### config.mk
export PLATFORM = sky130hd
export DESIGN_NAME = spi_bist_misr
export DESIGN_NICKNAME = d
export VERILOG_FILES = /design/src/rtl/spi_bist_checker_pkg.sv /design/src/rtl/spi_bist_misr.sv
export SDC_FILE = /design/constraint.sdc
export NUM_CORES = 1
export LEC_CHECK = 0
export ABC_AREA = 1
export ABC_CLOCK_PERIOD_IN_PS = 1060
export BUFFER_PORTS_ARGS = -buffer_cell sky130_fd_sc_hd__buf_2
export CORE_MARGIN = 3
export CORE_UTILIZATION = 29
export DETAILED_ROUTE_END_ITERATION = 16
export PLACE_DENSITY = 0.67
export SYNTH_ARGS = -nofsm -noshare
export SYNTH_HDL_FRONTEND = slang
export SYNTH_SLANG_ARGS = --single-unit
### constraint.sdc
create_clock -name clk -period 1.06 [get_ports clk]
set_input_delay 0.106 -clock clk [delete_from_list [all_inputs] [get_ports clk]]
set_output_delay 0.106 -clock clk [all_outputs]
set_load 0.03 [all_outputs]
### src/rtl/spi_bist_checker_pkg.sv
// Shared types and constants for the SPI loopback BIST run controller and its MISR.
package spi_bist_checker_pkg;

  typedef enum logic [1:0] {
    StIdle,
    StWarmup,
    StRun,
    StDone
  } state_e;

  // Same feedback taps as the pattern LFSR (bits 7, 5, 4, 3).
  localparam logic [7:0] MisrTaps = 8'b1011_1000;

endpackage

### src/rtl/spi_bist_misr.sv
// 8-bit multiple-input signature register; load reseeds, en folds one data byte in.
module spi_bist_misr
  import spi_bist_checker_pkg::*;
#(
  parameter logic [7:0] SEED = 8'hFF
) (
  input  logic       clk,
  input  logic       reset,
  input  logic       load,
  input  logic       en,
  input  logic [7:0] data,
  output logic [7:0] signature
);

  logic [7:0] sig_q, sig_d;

  always_comb begin
    sig_d = sig_q;
    if (load) begin
      sig_d = SEED;
    end else if (en) begin
      sig_d = {sig_q[6:0], ^(sig_q & MisrTaps)} ^ data;
    end
  end

  always_ff @(posedge clk) begin
    if (!reset) begin
      sig_q <= SEED;
    end else begin
      sig_q <= sig_d;
    end
  end

  assign signature = sig_q;

endmodule

Word level (Yosys, flattened, before mapping). Cells that the tools add are included.

Reduce and logical (&&, ||, !) cells: 2. Bitwise gates (word level): 2.

Operator list (count): $reduce_xor A8 Y1 (1); $xor A8 B8 Y8 (1); $reduce_or A2 Y1 (1); $not A1 Y1 (1).

Input bits: 12. Flip-flop bits (word level): 8.

Logic depth before layout (Yosys ltp). Gate-level depths: netlist of run 1.

Depth in word-level cells: 2. Depth in mapped cells: 7. Depth with buffers taken out: 7.

Least setup slack after synthesis of run 1. No wires, ideal clock.

Path kind: register to register. Start: register sig_q[5], in the netlist signature[5]. End: register sig_q[0], in the netlist signature[0]. Setup time: 115 ps. Required time: 945 ps. Cell stages (with the launch flop): 8. Setup slack: -26 ps. Clock period less this slack: 1086 ps. Data arrival time: 971 ps. Cell sequence: dfxtp_1 -> inv_2 -> nand2_1 -> nand2_1 -> nand2_1 -> nand3_1 -> nand3_1 -> nand2_1.

Cells in the longest elaborated chain, start to end: 2.

Ends and longest elaborated chain: from (decl) (line spi_bist_misr.sv:15) `logic [7:0] sig_q, sig_d;`; from (signal assigned) (line spi_bist_misr.sv:30) `sig_q <= sig_d;`; $reduce_xor A8 Y1 (line spi_bist_misr.sv:22) `sig_d = {sig_q[6:0], ^(sig_q & MisrTaps)} ^ data;`; $xor A8 B8 Y8 (line spi_bist_misr.sv:22).

No other way between the ends. A chain may end at the register's enable or synchronous reset.

Worst setup path after layout of run 1.
Start: register sig_q[3], in the netlist signature[3]. End: output signature[3].

RTL lines: to (decl) (line spi_bist_misr.sv:12) `output logic [7:0] signature`.

No word-level cell between the ends.

==> results of run 1 <==
[power by group]
group,switching [W],leakage [nW],internal (W),total [W]
Combinational,0.0000820,0.171,0.0000522,0.000134
Sequential,0.0000163,0.0642,0.000317,0.000333
Clock,0.0000998,0.0138,0.000129,0.000229
Total,0.000198,0.249,0.000498,0.000696
[cell usage after synthesis]
cell,instances,share of area
o21ai_0,3,0.037
buf_6,1,0.028
nand3_1,5,0.061
nand2_1,14,0.13
xnor2_1,1,0.021
inv_1,4,0.037
nor2_1,1,0.0092
o211ai_1,2,0.037
inv_2,2,0.018
o21ai_1,4,0.049
xor2_1,1,0.021
dfxtp_1,8,0.39
a21oi_1,13,0.16
[path summary, 6_finish.rpt]
check	startpoint	cells past startpoint	end	slack, ps
max reg2reg	signature[5]	7	signature[0]	180
max	signature[3]	1	signature[3]	100
min reg2reg	signature[6]	2	signature[6]	510
min	data[4]	3	signature[4]	70
[tightest hold or removal path: stages]
cell and delay, ps:
buf_2 90, o21ai_1 50, nand2_1 50
[final cells by class]
type	count	area, µm²
clock buffers	3	22.5
flip-flops and latches	8	165
inverters	6	22.5
multi-input cells	44	214
well taps	14	17.5
repair buffers	19	95.1
fillers	133	679
[stage by stage]
stage / cell area (µm²) / hold slack [ps] / utilization / setup slack (ps)
CTS: 534 / 63.0 / 0.439 / 14.3
global route: 537 / 78.1 / 0.441 / 34.8
floorplan: 410 / 220 / - / 15.0
global placement: 512 / 325 / 0.421 / 163
detailed placement: 512 / 329 / 0.421 / 161
finish: 537 / 71.1 / 0.441 / 105
[metal layers]
metal	part of all wire	global-route usage
met4	0	0.0181
met3	0.089	0.0664
met5	0	0
met2	0.44	0.153
met1	0.47	0.139
[cell families (layout without fill, tap and decap cells)]
family / Yosys count / count (layout) / synth area share
AO/OA/AOI/OAI: 22 / 22 / 0.282
AND/OR/NAND/NOR: 20 / 20 / 0.199
flip-flops: 8 / 8 / 0.393
buffers and inverters: 7 / 28 / 0.0828
XOR/XNOR: 2 / 2 / 0.0430
==> results.md, run 1 <==
- First-pass GRT wire length: 1530 µm
- Worst rel slew slack: 0.866
- Fin crit period: 955 ps
- CP Data Required Time: 950 ps
- DRT antenna net count: 0
- LEAKAGE: 0.249 nW
- Final hold viol count: 0
- Hold_buf cts: 0
- Post-Route WL: 922 µm
- Most common cell after layout, fill and taps aside: buf_2
- Gr usage total: 0.107
- Total Power: 0.000696 W
- Vias in the first global route: 387
- Core Footprint: 1220 µm²
- Outcome: finished, final reports clean
- Initial Utilization: 0.335
- Slowest stage cell on the critical path: dfxtp_2
- Register clock-pin slew on the reported worst setup and hold paths: 50 ps
- FF+latch count, synth: 8
- Root Driver: clkbuf_4
- Via count: 436
- Clock Skews: 1.42 ps
- DRT Pass-1 Iters: 4
- Initial antenna violation count: 0
- Post-CTS setup repair buffer count: 0
- Max Cap Viol: 0
- Mapped cell area: 408 µm²
- Port bufs: 19
- Vias/cell: 4.64
- Final setup viols: 0
- Dpl hpwl: 716 µm
- RSZ-0062 raised after global routing: no
- Ys Warns: 0
- Commonest cells after routing, fill and taps aside: buf_2 (19), nand2_1 (14), a21oi_1 (13)
- Htree depth: 1
- Longest Clk Path Bufs: 2
- Worst path max stage delay: 380 ps
- Net count after synthesis: 71
- Avg Cell Area, Syn: 6.91 µm²
- TritonCTS clock tree: done
- Clk_lat worst skew: 250 ps
- VDD IR max: 0.623 mV
- Final cell count without fillers: 94
- Die height: 43.5 µm
- Largest net degree at the start of global routing: 14
- Distinct cells, synth: 13
- Antenna diodes: 0
- Fmax: 1050 MHz
- Cell area power density: 1300 nW/µm²
- Placed cells: 91
- Sequential element share of the synthesized area: 0.393
- Max-slew violation count: 0
- CTS resizes: 0
- Io pins: 20
- RePlAce Congestion: 0.798
- Worst Path Buf+Inv: 1
- Die ar.: 1890 µm²
- Number of cells produced by synthesis: 59
- WL/cell: 9.81 µm
- CP Cell Sequence: buf_2
- Startpoint types: flip-flop
- Critical path endpoint category: output pin
- Setup tns final: 0 ps
- CP delay by family, top: flip-flops
- Post-route clock period utilization: 0.901
- DRC: 0
- Kind of critical path: reg -> out
- Row cnt: 12
- P&R area growth vs syn: 31.6%
- TritonCTS Sinks: 8
- CP arrival: 850 ps
- Share of layout cells above drive strength 1: 0.350
- Worst hold-check path type: in -> reg
- Initial DRC Count: 9
- Die Span X: 43.5 µm
- Worst-margin pin slew: 200 ps
- Largest register FFs: 8
- CP Max Fanout: 6
- Fin nets: 94
- Clock buffer count from CTS: 3
- Total grt overflow: 0
No activity file was read; power rests on OpenSTA's default activity.
==> run 2: changes to the inputs <==
--- a/config.mk
+++ b/config.mk
@@ -10,6 +10,7 @@
 export BUFFER_PORTS_ARGS = -buffer_cell sky130_fd_sc_hd__buf_2
 export CORE_MARGIN = 3
 export CORE_UTILIZATION = 29
+export CTS_BUF_LIST = sky130_fd_sc_hd__clkbuf_8
 export DETAILED_ROUTE_END_ITERATION = 16
 export PLACE_DENSITY = 0.67
 export SYNTH_ARGS = -nofsm -noshare
==> run 2 against run 1 <==
First-iteration DRC count unchanged. Critical endpoint is now signature[4]. Routed wire length rose by 6.8%. Critical path depth unchanged.
==> results.md, run 2 (same netlist as run 1, synthesis figures left out) <==
- CP Max Fanout: 6 (unchanged)
- Dpl hpwl: 716 µm (unchanged)
- Kind of critical path: reg -> out
- WL/cell: 10.5 µm (+6.8%)
- Longest Clk Path Bufs: 2 (unchanged)
- Setup tns final: 0 ps (unchanged)
- DRT antenna net count: 0 (unchanged)
- CP delay by family, top: flip-flops
- Worst rel slew slack: 0.861 (-0.00501)
- Antenna diodes: 0 (unchanged)
- CP Data Required Time: 950 ps (about the same)
- Max Cap Viol: 0 (unchanged)
- Final hold viol count: 0 (unchanged)
- Share of layout cells above drive strength 1: 0.338 (-0.0125)
- Clock Skews: 0.907 ps (-0.509 ps)
- Hold_ws: 99.4 ps (+28.2 ps)
- Die height: 43.5 µm (unchanged)
- RePlAce Congestion: 0.798 (unchanged)
- Final cell count without fillers: 94 (unchanged)
- Total grt overflow: 0 (unchanged)
- Hold_buf cts: 0 (unchanged)
- Placed cells: 91 (unchanged)
- Io pins: 20 (unchanged)
- Post-place instance area: 512 µm² (unchanged)
- Place WS: 161 ps (unchanged)
- RSZ-0062 raised after global routing: no
- Clk_lat worst skew: 220 ps (-30 ps)
- Clock buffer count from CTS: 3 (unchanged)
- Most common cell after layout, fill and taps aside: buf_2
- Register clock-pin slew on the reported worst setup and hold paths: 40 ps (about the same)
- Worst-margin pin slew: 208 ps (+7.52 ps)
- Gr usage total: 0.117 (+0.00929)
- Port bufs: 19 (unchanged)
- Vias in the first global route: 400 (+3.4%)
- LEAKAGE: 0.257 nW (+3.4%)
- Die Span X: 43.5 µm (unchanged)
- Initial Utilization: 0.335 (unchanged)
- Initial antenna violation count: 0 (unchanged)
- VDD IR max: 1.10 mV (+76%)
- Max-slew violation count: 0 (unchanged)
- Row cnt: 12 (unchanged)
- Finished Cell Area: 557 µm² (+3.7%)
- Largest net degree at the start of global routing: 14 (unchanged)
- Worst path max stage delay: 420 ps (+40 ps)
- DRC: 0 (unchanged)
- Commonest cells after routing, fill and taps aside: buf_2 (19), nand2_1 (14), a21oi_1 (13)
- Slowest stage cell on the critical path: dfxtp_1
- TritonCTS clock tree: done
- Fin nets: 94 (unchanged)
- P&R area growth vs syn: 36.5%
- Post-Route WL: 985 µm (+6.8%)
- Worst Path Buf+Inv: 1 (unchanged)
- Core Footprint: 1220 µm² (unchanged)
- Initial DRC Count: 9 (unchanged)
- Vias/cell: 4.73 (+2.1%)
- CP Cell Sequence: buf_2
- Critical path endpoint category: output pin
- Cell area power density: 1490 nW/µm² (+15%)
- CP arrival: 880 ps (+30 ps)
- Via count: 445 (+2.1%)
- Largest register FFs: 8 (unchanged)
- Htree depth: 1 (unchanged)
- First-pass GRT wire length: 1610 µm (+5.4%)
- Fin crit period: 988 ps (+33.1 ps)
- Die ar.: 1890 µm² (unchanged)
- Startpoint types: flip-flop
- Post-route clock period utilization: 0.933 (+0.0313)
- Worst hold-check path type: in -> reg
- Outcome: finished, final reports clean
- DRT Pass-1 Iters: 5 (+1)
- Fmax: 1010 MHz (-3.4%)
- Final setup viols: 0 (unchanged)
- TritonCTS Sinks: 8 (unchanged)
- Root Driver: clkbuf_8
- Final worst setup slack: 71.5 ps (-33.1 ps)
-- run 2: cell type report --
class	count	area, µm²
fill	126	659
multi-input combinational	44	214
sequential	8	166
timing repair buffer	19	95.1
clock buffer	3	41.3
inverter	6	22.5
tap	14	17.5
-- run 2: worst paths after layout --
kind,from,end,slack (ps),cells after the start
min reg2reg,signature[6],signature[6],510,2
max,signature[4],signature[4],70,1
min,data[4],signature[4],100,3
max reg2reg,signature[7],signature[0],120,7
-- run 2: what timing repair did --
| action | 4_1_cts | 5_1_grt |
|---|---|---|
| setup buffers | 0 | 0 |
| endpoints found under the setup margin | 0 | 2 |
| resized for setup | 0 | 2 |
| endpoints found under the hold margin | 0 | 0 |
-- run 2: through the flow --
stage               total power [W]  utilization
finish                     0.000828        0.458
detailed placement         0.000473        0.421
global route               0.000877        0.458
CTS                        0.000842        0.455
floorplan                  0.000427            -
global placement           0.000472        0.421
-- run 2: per-layer routing --
| metal | GRT usage | share of wire | vias up |
|---|---|---|---|
| met1 | 0.139 | 0.45 | 184 |
| met3 | 0.0664 | 0.079 | 2 |
| met4 | 0.0361 | 0.0071 | 0 |
| met5 | 0 | 0 | - |
| met2 | 0.177 | 0.46 | 14 |
| li1 | - | - | 245 |
-- run 2: report_power, final --
part	internal, W	switching (W)	total (W)
clock	0.000245	0.000113	0.000358
combinational	0.0000522	0.0000849	0.000137
sequential	0.000316	0.0000163	0.000332
total	0.000614	0.000214	0.000828
